<file path="src/rtl/btn_pkg.sv">
// Register offsets and counter width shared by the button peripheral and its users.
package btn_pkg;

    localparam logic [1:0] BTN_REG_STATE = 2'd0;
    localparam logic [1:0] BTN_REG_RISE  = 2'd1;
    localparam logic [1:0] BTN_REG_FALL  = 2'd2;
    localparam logic [1:0] BTN_REG_CNT   = 2'd3;

    localparam int BTN_CNT_W = 16;

endpackage

</file>
<file path="src/rtl/input_debouncer.sv">
// Single-line synchronizer and debouncer: the stable level follows the synchronized
// input only after it has differed for DEBOUNCE_CYCLES consecutive cycles.
module input_debouncer #(
    parameter int DEBOUNCE_CYCLES = 50000
) (
    input  logic clk,
    input  logic rst_n,
    input  logic raw_i,
    output logic stable_o,
    output logic rise_o,
    output logic fall_o
);

    localparam int CW = $clog2(DEBOUNCE_CYCLES + 1);

    logic          meta;
    logic          sync;
    logic          stable;
    logic [CW-1:0] count;
    logic          settle;

    // The counter reaching DEBOUNCE_CYCLES this edge is the moment stable flips.
    assign settle = (sync != stable) && (count == CW'(DEBOUNCE_CYCLES - 1));

    always_ff @(posedge clk or negedge rst_n) begin
        if (!rst_n) begin
            meta   <= 1'b0;
            sync   <= 1'b0;
            stable <= 1'b0;
            count  <= '0;
        end else begin
            meta <= raw_i;
            sync <= meta;
            if (sync == stable) begin
                count <= '0;
            end else if (settle) begin
                stable <= sync;
                count  <= '0;
            end else begin
                count <= count + CW'(1);
            end
        end
    end

    assign stable_o = stable;
    assign rise_o   = settle & sync;
    assign fall_o   = settle & ~sync;

endmodule

</file>
<file path="src/rtl/button_peripheral.sv">
// Memory-mapped button input block: debounced state, sticky edge flags and a press
// counter exposed as four 32-bit registers with a combinational read path.
module button_peripheral
    import btn_pkg::*;
#(
    parameter int NUM_INPUTS      = 8,
    parameter int DEBOUNCE_CYCLES = 50000
) (
    input  logic                  clk,
    input  logic                  rst_n,
    input  logic                  rd_en_i,
    input  logic                  wr_en_i,
    input  logic [31:0]           addr_i,
    input  logic [31:0]           data_i,
    output logic [31:0]           data_o,
    input  logic [NUM_INPUTS-1:0] buttons_i
);

    logic [NUM_INPUTS-1:0] stable;
    logic [NUM_INPUTS-1:0] rise_ev;
    logic [NUM_INPUTS-1:0] fall_ev;
    logic [NUM_INPUTS-1:0] rise_flags;
    logic [NUM_INPUTS-1:0] fall_flags;
    logic [NUM_INPUTS-1:0] clear_mask;
    logic [BTN_CNT_W-1:0]  press_cnt;
    logic [BTN_CNT_W-1:0]  rise_total;
    logic [1:0]            sel;
    logic                  wr_rise;
    logic                  wr_fall;
    logic                  wr_cnt;
    logic                  unused_bits;

    for (genvar i = 0; i < NUM_INPUTS; i++) begin : g_line
        input_debouncer #(
            .DEBOUNCE_CYCLES(DEBOUNCE_CYCLES)
        ) u_debouncer (
            .clk      (clk),
            .rst_n    (rst_n),
            .raw_i    (buttons_i[i]),
            .stable_o (stable[i]),
            .rise_o   (rise_ev[i]),
            .fall_o   (fall_ev[i])
        );
    end

    assign sel         = addr_i[3:2];
    assign clear_mask  = data_i[NUM_INPUTS-1:0];
    assign wr_rise     = wr_en_i && (sel == BTN_REG_RISE);
    assign wr_fall     = wr_en_i && (sel == BTN_REG_FALL);
    assign wr_cnt      = wr_en_i && (sel == BTN_REG_CNT);
    assign unused_bits = ^{addr_i[31:4], addr_i[1:0], data_i};

    // Several lines can rise together, so the counter advances by their population count.
    always_comb begin
        rise_total = '0;
        for (int i = 0; i < NUM_INPUTS; i++) begin
            rise_total = rise_total + BTN_CNT_W'(rise_ev[i]);
        end
    end

    // Clear is applied before new events so a coincident edge always survives.
    always_ff @(posedge clk or negedge rst_n) begin
        if (!rst_n) begin
            rise_flags <= '0;
            fall_flags <= '0;
            press_cnt  <= '0;
        end else begin
            rise_flags <= (rise_flags & ~(wr_rise ? clear_mask : '0)) | rise_ev;
            fall_flags <= (fall_flags & ~(wr_fall ? clear_mask : '0)) | fall_ev;
            press_cnt  <= (wr_cnt ? '0 : press_cnt) + rise_total;
        end
    end

    always_comb begin
        data_o = 32'h0;
        if (rd_en_i) begin
            case (sel)
                BTN_REG_STATE: data_o = 32'(stable);
                BTN_REG_RISE:  data_o = 32'(rise_flags);
                BTN_REG_FALL:  data_o = 32'(fall_flags);
                default:       data_o = 32'(press_cnt);
            endcase
        end
    end

endmodule
</file>
<file path="config.mk">
export PLATFORM = sky130hd
export DESIGN_NAME = button_peripheral
export DESIGN_NICKNAME = d
export VERILOG_FILES = /design/src/rtl/btn_pkg.sv /design/src/rtl/input_debouncer.sv /design/src/rtl/button_peripheral.sv
export SDC_FILE = /design/constraint.sdc
export NUM_CORES = 1
export LEC_CHECK = 0
export BUFFER_PORTS_ARGS = -buffer_cell sky130_fd_sc_hd__buf_2
export CAP_MARGIN = 10
export CORE_AREA = 2 2 108 162
export DETAILED_ROUTE_END_ITERATION = 8
export DIE_AREA = 0 0 110 164
export GPL_TIMING_DRIVEN = 0
export MAX_ROUTING_LAYER = met4
export PLACE_DENSITY = 0.77
export SKIP_CTS_REPAIR_TIMING = 1
export SYNTH_ARGS = -nofsm -noshare
export SYNTH_HDL_FRONTEND = slang
export SYNTH_HIERARCHICAL = 1
export SYNTH_SLANG_ARGS = --single-unit
</file>
<file path="constraint.sdc">
create_clock -name clk -period 7.29 [get_ports clk]
set_input_delay 0 -clock clk [delete_from_list [all_inputs] [get_ports clk]]
set_output_delay 0 -clock clk [all_outputs]
set_load 0.03 [all_outputs]
</file>
==> results of run 1 <==
-- report_power, final --
part           leakage, uW  switching (uW)  internal [uW]  total [uW]
sequential         0.00251            14.9           1040        1050
clock             0.000270             383            535         917
combinational      0.00229            64.5           38.0         103
total              0.00507             462           1610        2070
-- worst max-delay path, cell delays in order (launching register included) --
cell and delay (ps):
dfrtp_1 390, ha_1 220, nand3_1 290, nand4b_4 330, nor3b_1 430, fa_1 480
inv_1 100, fa_1 450, fa_1 460, fa_1 390, inv_1 80, fa_1 200
nand3_1 120, and2_1 200, or4_1 400, a21oi_1 160
-- layout make-up --
| class | count | area (um2) | share of cell area |
|---|---|---|---|
| clock buffer | 18 | 429 | 0.0389 |
| buffer | 28 | 230 | 0.0208 |
| tap | 210 | 263 | 0.0238 |
| sequential | 184 | 4600 | 0.417 |
| multi-input combinational | 651 | 4830 | 0.437 |
| timing repair buffer | 55 | 393 | 0.0356 |
| inverter | 37 | 139 | 0.0126 |
| clock inverter | 12 | 155 | 0.0140 |
-- Yosys cell counts, drive strengths merged --
library cell | number | area (um2)
nand4 | 24 | 270
nor3 | 33 | 165
a211oi | 3 | 22.5
clkbuf | 1 | 3.75
a21oi | 4 | 20.0
nor3b | 16 | 120
xnor2 | 107 | 937
and2 | 20 | 125
fa | 5 | 100
o31ai | 2 | 20.0
and3 | 12 | 80.1
a21o | 16 | 120
nand2b | 5 | 31.3
a41o | 1 | 11.3
and4bb | 16 | 200
nor2 | 157 | 609
mux4 | 8 | 180
dfrtp | 184 | 4600
nor2b | 1 | 6.26
and4 | 1 | 11.3
or4 | 1 | 7.51
a31oi | 1 | 6.26
a21boi | 3 | 22.5
o21a | 1 | 7.51
buf | 27 | 226
o21ai | 2 | 10.0
mux2 | 8 | 90.1
nor4 | 24 | 370
xor2 | 17 | 149
ha | 14 | 175
a2111oi | 1 | 15.0
nor4b | 8 | 120
inv | 37 | 139
conb | 1 | 3.75
nand2 | 64 | 260
nand4b | 8 | 190
mux2i | 6 | 60.1
nand3 | 46 | 255
-- through the flow --
| stage | area (um2) | std cells |
|---|---|---|
| 5_1_grt | 11000 | 1195 |
| 6_report | 11000 | 1195 |
| 4_1_cts | 10900 | 1178 |
| 2_1_floorplan | 9800 | 900 |
| 3_5_place_dp | 10300 | 1148 |
| 3_3_place_gp | 10300 | 1147 |
-- state kept, by name (all words and copies together) (netlist names) --
| signal | cells |
|---|---|
| g_line.u_debouncer/count | 128 |
| press_cnt | 16 |
| fall_flags | 8 |
| g_line.u_debouncer/meta | 8 |
| g_line.u_debouncer/stable_o | 8 |
| g_line.u_debouncer/sync | 8 |
| rise_flags | 8 |
-- layout by cell type (no fill, tap or decap), drive strengths merged, types with 2 or more instances in the layout --
| cell | count |
|---|---|
| dfrtp | 184 |
| nor2 | 157 |
| xnor2 | 107 |
| buf | 65 |
| nand2 | 64 |
| nand3 | 46 |
| inv | 37 |
| nor3 | 33 |
| nand4 | 24 |
| nor4 | 24 |
| and2 | 20 |
| clkbuf | 19 |
| xor2 | 17 |
| dlygate4sd3 | 17 |
| a21o | 16 |
| conb | 16 |
| and4bb | 16 |
| nor3b | 16 |
| ha | 14 |
| and3 | 12 |
| mux4 | 8 |
| nor4b | 8 |
| nand4b | 8 |
| mux2 | 8 |
| mux2i | 6 |
| nand2b | 5 |
| fa | 5 |
| clkinvlp | 5 |
| a21oi | 4 |
| clkinv | 4 |
| a211oi | 3 |
| a21boi | 3 |
| bufinv | 3 |
| o21ai | 2 |
| o31ai | 2 |
-- routing by layer --
metal	up-vias	wire length (um)
met5	-	0
met4	0	256
met3	18	432
met2	80	9460
met1	3215	7930
li1	3156	-
-- cell families (layout without fill, tap and decap cells) --
family / count (synthesis) / in the layout / share of synthesized area
AO/OA/AOI/OAI: 34 / 34 / 0.0262
XOR/XNOR: 124 / 124 / 0.111
adder cells (fa/ha/maj): 19 / 19 / 0.0282
buffers and inverters: 65 / 150 / 0.0379
flip-flops: 184 / 184 / 0.472
multiplexers: 22 / 22 / 0.0339
other: 1 / 16 / 0.000385
AND/OR/NAND/NOR: 436 / 436 / 0.290
-- path summary, 6_finish.rpt --
path                                                          start                              endpoint  slack [ps]  cells past startpoint
max                        g_line[0].u_debouncer/count[0]$_DFF_PN0_               press_cnt[14]$_DFF_PN0_        2530                     15
min                                                         wr_en_i                press_cnt[8]$_DFF_PN0_           7                      3
max reg2reg                g_line[0].u_debouncer/count[0]$_DFF_PN0_               press_cnt[14]$_DFF_PN0_        2530                     15
min reg2reg                    g_line[2].u_debouncer/meta$_DFF_PN0_  g_line[2].u_debouncer/sync$_DFF_PN0_         360                      0
max in group asynchronous                                     rst_n                press_cnt[0]$_DFF_PN0_        6260                      3
min in group asynchronous                                     rst_n  g_line[0].u_debouncer/meta$_DFF_PN0_         130                      2
==> impl_results.md, run 1 <==
- Power Density: 188 nW/um2
- Register area share after synthesis: 0.472
- Total power: 2070 uW
- Total track usage: 0.227
- Lkg Pwr: 0.00507 uW
- Max rail drop VDD: 0.154 mV
- Layout Nets: around 1,100
- Number of remaining DRC errors: 0
- Max Freq: 210 MHz
- Critical path endpoint category: flip-flop
- CTS Buffer Depth: 2
- CP required: about 7600 ps
- Fin crit share: 0.653
- Cells after Synth: 885
- Max-Cap Viols: 0
- Critical path class: reg -> reg
- Worst skew pair latency: 430 ps
- Final Core Density: 0.665
- Met2 usage: 0.369
- Vias: 6,469
- Port bufs: 37
- Setup violators final: 0
- Critical path arrival: 5110 ps
- I/O Pins: 108
- Number of vias per cell: between 5 and 6
- CP Launch Type: flip-flop
- Root Driver: clkbuf_16
- Setup TNS: 0 ps
- 1st-iter DRT viols: approximately 230
- WHS: 6.74 ps
- Routed wire length: roughly 18,000 um
- H-tree depth: 4
- Row count: 58
- Yosys warns: 6
- Final hold vios: 0
- Reg clk slew, reported paths: 60 ps
- Routability cong.: 0.834
- Worst setup slack after layout: 2530 ps
- Total CTS buffers: 17
- Max Fanout on Critical Path: 7
- Global-route wire length before repair: a little over 30,000 um
- CTS sink count: roughly 180
- Pre-Repair DR Iteration Count: 4
- #FFs+latches synth: 184
- Die Wd: 110 um
- Post-Syn Area: 9750 um2
- Largest net degree at the start of global routing: about 110
- DRT antenna net count: 0
- Initial core utilization: 0.587
- Post-route minimum period: 4760 ps
- Status: complete, no violations
- Core area: 16,600 um2
- GRT Max-Usage Layer: met2
- WL/cell: 15.1 um
- CTS tree: done
- Layout Skew: 10.3 ps
- Remaining Overflow, GRT: 0
- Die Height: 164 um
- Antenna violations before repair: 0
- Met1 Track Usage GR: 0.286
- Hold/Removal Path Class: in -> reg
- Post-Syn Area per Cell: 11.0 um2
- Vias in the first global route: 6,536
- Fill cells: 1,265
- Ant diodes: 0
- Slew at the pin closest to its max-slew limit: between 700 and 800 ps
- Yosys cell types: 48
- Dpl hpwl: roughly 12,000 um
- Met3 Track Usage GR: 0.0417
- RSZ-0062 raised after global routing: false
- Area Overhead vs Synth: 13.3%
- Die area: 18,000 um2
- Share of cells above drive strength 1: 0.191
- Max_slew headroom: 0.500
- Pre-CTS setup slack: about 2500 ps
- Final Max Tran Viols: 0
Power figures use the tool's default switching activity.
==> run 2: changes to the inputs <==
--- a/config.mk
+++ b/config.mk
@@ -5,14 +5,15 @@
 export SDC_FILE = /design/constraint.sdc
 export NUM_CORES = 1
 export LEC_CHECK = 0
+export ABC_AREA = 1
 export BUFFER_PORTS_ARGS = -buffer_cell sky130_fd_sc_hd__buf_2
 export CAP_MARGIN = 10
-export CORE_AREA = 2 2 108 162
+export CORE_AREA = 2 2 120 180
 export DETAILED_ROUTE_END_ITERATION = 8
-export DIE_AREA = 0 0 110 164
+export DIE_AREA = 0 0 122 182
 export GPL_TIMING_DRIVEN = 0
 export MAX_ROUTING_LAYER = met4
-export PLACE_DENSITY = 0.77
+export PLACE_DENSITY = 0.72
 export SKIP_CTS_REPAIR_TIMING = 1
 export SYNTH_ARGS = -nofsm -noshare
 export SYNTH_HDL_FRONTEND = slang
==> constraint.sdc (replaced) <==
create_clock -name clk -period 4.35 [get_ports clk]
set_input_delay 0 -clock clk [delete_from_list [all_inputs] [get_ports clk]]
set_output_delay 0 -clock clk [all_outputs]
set_load 0.03 [all_outputs]
==> impl_results.md, run 2 <==
- Status: complete, no violations
- Met2 usage: 0.399
- Antenna violations before repair: 1
- Worst setup slack after layout: 175 ps
- Row count: 65
- Max rail drop VDD: approximately 0.26 mV
- Yosys cell types: 35
- Pre-Repair DR Iteration Count: 5
- Placed cell count: between 1,500 and 2,000
- Max reg flops: 128
- Most used DFF post-synth: dfrtp_1
- CTS sink count: about 180
- Yosys warns: 6
- Max Fanout on Critical Path: 5
- Area Overhead vs Synth: 14.3%
- Post-route minimum period: 4180 ps
- 1st-iter DRT viols: 463
- Commonest cells post-synth: nand2_1 (340), nor2_1 (234), dfrtp_1 (184)
- Reg clk slew, reported paths: 70 ps
- Most frequent cells in the layout: nand2_1 (339), nor2_1 (229), dfrtp_1 (183), inv_1 (171), nand3_1 (123)
- Global-route wire length before repair: 40,200 um
- Hold/Removal Path Class: in -> reg
- WL/cell: 12.6 um
- Dpl hpwl: 17,300 um
- Largest net degree at the start of global routing: 70
- Slew at the pin closest to its max-slew limit: 662 ps
- DRT antenna net count: 0
- Core area: 20,700 um2
- Register area share after synthesis: 0.421
- Worst skew pair latency: 430 ps
- Lkg Pwr: 0.00609 uW
- Vias: 9,145
- Synth top area share: 0.421
- CTS Buffer Depth: 2
- Remaining Overflow, GRT: 0
- Number of remaining DRC errors: 0
- Routed wire length: 23,000 um
- Pre-CTS setup slack: 60.4 ps
- Share of flip-flops with an asynchronous set or reset: 1.00
- Met3 Track Usage GR: 0.0383
- I/O Pins: 108
- #FFs+latches synth: 184
- GRT Max-Usage Layer: met2
- Total CTS buffers: 17
- Setup violators final: 0
- Number of vias per cell: 5.03
- Power Density: ~290 nW/um2
- CTS tree: done
- Max_slew headroom: 0.557
- Most frequent cell after synthesis: nand2_1
- CP required: 4680 ps
- Final Max Tran Viols: 0
- Die area: 22,200 um2
- Routability cong.: 0.884
- Max-Cap Viols: 0
- Fin crit share: 0.960
- EDFF count, synth: 0
- Met1 Track Usage GR: 0.259
- Top area cells in the synthesized netlist: dfrtp_1 (42%), nand2_1 (12%), nor2_1 (8.0%)
- Largest registers: g_line.u_debouncer/count (128), press_cnt (16)
- Share of cells above drive strength 1: 0.188
- CP Launch Type: flip-flop
- Critical path class: reg -> reg
- Final hold vios: 0
- Critical path arrival: 4510 ps
- Largest register by flop count: g_line.u_debouncer/count
- Root Driver: clkbuf_16
- Max Freq: 240 MHz
- Post-Syn Area per Cell: between 7 and 8 um2
- Die Wd: 122 um
- Final Core Density: 0.602
- Initial core utilization: 0.527
- Most common cell after layout, fill and taps aside: nand2_1
- Critical path endpoint category: flip-flop
- Layout Skew: around 9 ps
- Synth area leader: dfrtp_1
- Die Height: around 180 um
- Post-Syn Area: 10,900 um2
- H-tree depth: 4
- Layout Nets: 1,632
- Vias in the first global route: about 9,000
- Total track usage: 0.230
- Port bufs: 35
- Fin cells: about 1,800
- Cells after Synth: 1,439
-- run 2: changes by cell type after synthesis, moves of 21 or more --
cell | before | now
nand3_1 | 44 | 123
inv_2 | 0 | 25
nand3_2 | 0 | 22
nand2_2 | 8 | 51
o21ai_0 | 2 | 23
nand4_1 | 16 | 48
xnor2_1 | 107 | 17
nand2_1 | 56 | 340
nor2_1 | 149 | 234
nor3_1 | 33 | 9
inv_1 | 37 | 171
-- run 2: layout make-up --
type | count | area, um2
Antenna cell | 1 | 2.50
Buffer | 22 | 184
Clock buffer | 18 | 439
Clock inverter | 14 | 185
Fill cell | 1905 | 8250
Inverter | 204 | 788
Multi-Input combinational cell | 1044 | 5470
Sequential cell | 184 | 4610
Tap cell | 268 | 335
Timing Repair Buffer | 64 | 485
-- run 2: final timing paths --
check	end	cells after the start	start	slack [ps]
worst min-delay path	press_cnt[11]$_DFF_PN0_	5	wr_en_i	40
worst max register to register	press_cnt[10]$_DFF_PN0_	21	g_line[1].u_debouncer/count[0]$_DFF_PN0_	170
max in group asynchronous	g_line[3].u_debouncer/sync$_DFF_PN0_	4	rst_n	3260
min in group asynchronous	g_line[2].u_debouncer/count[7]$_DFF_PN0_	2	rst_n	70
worst max-delay path	press_cnt[10]$_DFF_PN0_	21	g_line[1].u_debouncer/count[0]$_DFF_PN0_	170
worst min register to register	g_line[7].u_debouncer/sync$_DFF_PN0_	0	g_line[7].u_debouncer/meta$_DFF_PN0_	350
-- run 2: routing by layer --
layer,share of wire,up-vias
li1,-,4659
met1,0.42,4314
met2,0.52,128
met3,0.030,44
met4,0.032,0
met5,0,-
-- run 2: power breakdown --
| part | internal, uW | switching [uW] | total, uW |
|---|---|---|---|
| sequential | 1740 | 29.7 | 1770 |
| clock | 937 | 707 | 1640 |
| combinational | 76.1 | 148 | 224 |
| total | 2760 | 884 | 3640 |
-- run 2: stage by stage --
step | hold WS, ps | power, uW | TNS [ps] | cell area [um2]
final | 44.9 | 3640 | 0 | 12500
after global routing | 67.2 | 3800 | -98.7 | 12500
after CTS | -521 | 3670 | 0 | 12200
after detailed placement | -52.1 | 2010 | 0 | 11600
after global placement | 109 | 2000 | 0 | 11500
after floorplan | -296 | 1920 | 0 | 11000
-- run 2: critical path, stage by stage, from the launching register on --
cell	delay (ps)
dfrtp_1	390
ha_2	220
nand3_2	140
inv_4	100
nand4_1	160
nor2_2	200
fa_1	450
inv_1	100
fa_1	450
fa_1	460
fa_1	370
inv_1	100
fa_2	220
inv_1	40
nor2_1	130
nor2_2	60
inv_2	80
nand2_2	100
nor2_4	150
nand2_1	60
nand2_1	60
nand2_1	40
-- run 2: kinds of logic (layout without fill, tap and decap cells) --
kind of cell,count (synthesis),count (layout),share of synthesized area
buf+inv,226,322,0.0878
other cells,1,17,0.000343
simple gates,887,887,0.381
fa+ha+maj,19,19,0.0252
flops,184,184,0.421
compound gates,69,69,0.0417
xor+xnor,53,53,0.0425
==> run 3: changes to the inputs <==
--- a/config.mk
+++ b/config.mk
@@ -8,12 +8,13 @@
 export ABC_AREA = 1
 export BUFFER_PORTS_ARGS = -buffer_cell sky130_fd_sc_hd__buf_2
 export CAP_MARGIN = 10
-export CORE_AREA = 2 2 120 180
+export CORE_AREA = 2 2 118 177
+export CTS_BUF_LIST = sky130_fd_sc_hd__clkbuf_4
 export DETAILED_ROUTE_END_ITERATION = 8
-export DIE_AREA = 0 0 122 182
+export DIE_AREA = 0 0 120 179
 export GPL_TIMING_DRIVEN = 0
 export MAX_ROUTING_LAYER = met4
-export PLACE_DENSITY = 0.72
+export PLACE_DENSITY = 0.75
 export SKIP_CTS_REPAIR_TIMING = 1
 export SYNTH_ARGS = -nofsm -noshare
 export SYNTH_HDL_FRONTEND = slang
==> impl_results.md, run 3 (same netlist as run 2, synthesis figures left out) <==
- Remaining Overflow, GRT: 0
- Dpl hpwl: around 17,000 um
- Design area: around 12,000 um2
- Max-Cap Viols: 0
- CTS tree: done
- Core area: between 20,000 and 25,000 um2
- Most common cell after layout, fill and taps aside: nand2_1
- Antenna violations before repair: 2
- WHS: around 45 ps
- 1st-iter DRT viols: 413
- I/O Pins: ~110
- Number of vias per cell: 5.05
- Routed wire length: between 20,000 and 25,000 um
- CP max stage cell: dfrtp_1
- Vias in the first global route: 8,755
- R2r startpoint: g_line[0].u_debouncer/count[7]$_DFF_PN0_
- Largest net degree at the start of global routing: 106
- Total track usage: 0.228
- Critical path class: reg -> reg
- Die Height: between 150 and 200 um
- CTS Buffer Depth: 2
- Setup crit end: press_cnt[10]$_DFF_PN0_
- Critical path arrival: ~4700 ps
- Reg-to-reg endpoint: press_cnt[10]$_DFF_PN0_
- Post-route minimum period: between 4000 and 5000 ps
- DRT antenna net count: 0
- CTS sink count: 184
- Initial core utilization: 0.544
- Final hold vios: 0
- Slew at the pin closest to its max-slew limit: between 800 and 900 ps
- Critical Path Source: g_line[0].u_debouncer/count[7]$_DFF_PN0_
- Worst skew pair latency: 600 ps
- Root Driver: clkbuf_4
- CP top delay family: adder cells
- CP max stage delay: about 460 ps
- R2R Setup Slk: 210 ps
- Lkg Pwr: 0.00596 uW
- Most frequent cells in the layout: nand2_1 (339), nor2_1 (229), dfrtp_1 (183), inv_1 (171), nand3_1 (123)
- H-tree depth: 4
- CP Launch Type: flip-flop
- Layout Nets: 1,647
- Worst r2r path cells: 21
- Vias: 9,255
- Pre-Repair DR Iteration Count: 5
- Total power: 2850 uW
- Number of remaining DRC errors: 0
- Top cell by count, worst path: fa_1
- Port bufs: 35
- Largest register by flop count: g_line.u_debouncer/count
- Row count: 64
- Total CTS buffers: 17
- Power Density: 233 nW/um2
- Global-route wire length before repair: 38,800 um
- CP Depth: 21
- Layout Skew: 27.1 ps
- Routability cong.: 0.896
- Hold/Removal Path Class: in -> async
- Max rail drop VDD: 0.156 mV
- Pre-CTS setup slack: about 95 ps
- Final Core Density: 0.609
- Die area: between 20,000 and 25,000 um2
- Largest registers: g_line.u_debouncer/count (128), press_cnt (16)
- Post-DP Area: 11,500 um2
- Max reg flops: 128
- Multi-input combinational cell area: 5490 um2
- CP required: 4860 ps
- WP buf/inv: 4
- Reg clk slew, reported paths: 160 ps
- Max_slew headroom: 0.466
- Die Wd: 120 um
- Final Max Tran Viols: 0
- Area Overhead vs Synth: 11.9%
- Max Freq: 242 MHz
- Share of cells above drive strength 1: 0.188
- Fill cells: 1,802
- Crit-path cells: nor2_1 -> nand3_1 -> nor2_2 -> nand4_1 -> nor2_2 -> fa_1 -> inv_1 -> fa_1 -> fa_1 -> fa_1 -> inv_1 -> fa_2 -> inv_1 -> nor2_1 -> nor2_1 -> inv_2 -> nand2_2 -> nor2_4 -> nand2_1 -> nand2_1 -> nand2_1
- WL/cell: 12.5 um
- Status: complete, no violations
- Critical path endpoint category: flip-flop
- Sequential cell area: 4610 um2
- Max Fanout on Critical Path: 4
- Worst setup slack after layout: about 210 ps
- Fin crit share: 0.952
- Setup violators final: 0
-- run 3: cell count changes in the layout (fill, tap and decap cells not counted), moves of 3 or more --
cell	delta
clkinv_1	+3
clkbuf_16	-17
bufinv_16	-3
dlygate4sd3_1	+9
buf_4	+7
clkbuf_4	+18
-- run 3: worst register-to-register path, delay by kind of cell, from the launching register on --
kind | cells | cell delay, ps
fa+ha+maj | 5 | 1930
buf+inv | 4 | 310
simple gates | 12 | 1370
flops | 1 | 460
-- run 3: worst min path at each step --
stage | from | end | slack, ps | depth (start not counted)
after global routing | buttons_i[6] | g_line[6].u_debouncer/meta$_DFF_PN0_ | -20 | 2
after CTS | rst_n | fall_flags[0]$_DFF_PN0_ | -570 | 1
final | rst_n | g_line[2].u_debouncer/count[8]$_DFF_PN0_ | 50 | 2
after detailed placement | rst_n | g_line[2].u_debouncer/count[7]$_DFF_PN0_ | 110 | 1
after global placement | buttons_i[3] | g_line[3].u_debouncer/meta$_DFF_PN0_ | 110 | 1
after floorplan | rst_n | fall_flags[0]$_DFF_PN0_ | -300 | 0
-- run 3: layer usage --
layer | share of wire | global-route usage | routed length, um
met5 | 0 | - | 0
met4 | 0.025 | 0.0961 | 570
met1 | 0.42 | 0.259 | 9580
met2 | 0.52 | 0.396 | 11900
met3 | 0.036 | 0.0398 | 824
-- run 3: per-stage QoR --
stage,setup TNS (ps),cells
floorplan,0,1454
global placement,0,1753
detailed placement,0,1754
CTS,0,1786
global route,-128,1831
finish,0,1831
-- run 3: layout make-up --
class / instances / area share
Multi-Input combinational cell: 1044 / 0.448
Sequential cell: 184 / 0.376
Inverter: 204 / 0.0644
Timing Repair Buffer: 79 / 0.0491
Tap cell: 264 / 0.0270
Buffer: 22 / 0.0150
Clock buffer: 18 / 0.0110
Clock inverter: 14 / 0.00808
Antenna cell: 2 / 0.000409
-- run 3: power by group --
part / leakage (uW) / switching [uW] / internal [uW]
registers: 0.00251 / 31.4 / 1740
logic: 0.00333 / 148 / 79.3
clock network: 0.000118 / 615 / 232
total: 0.00596 / 795 / 2060
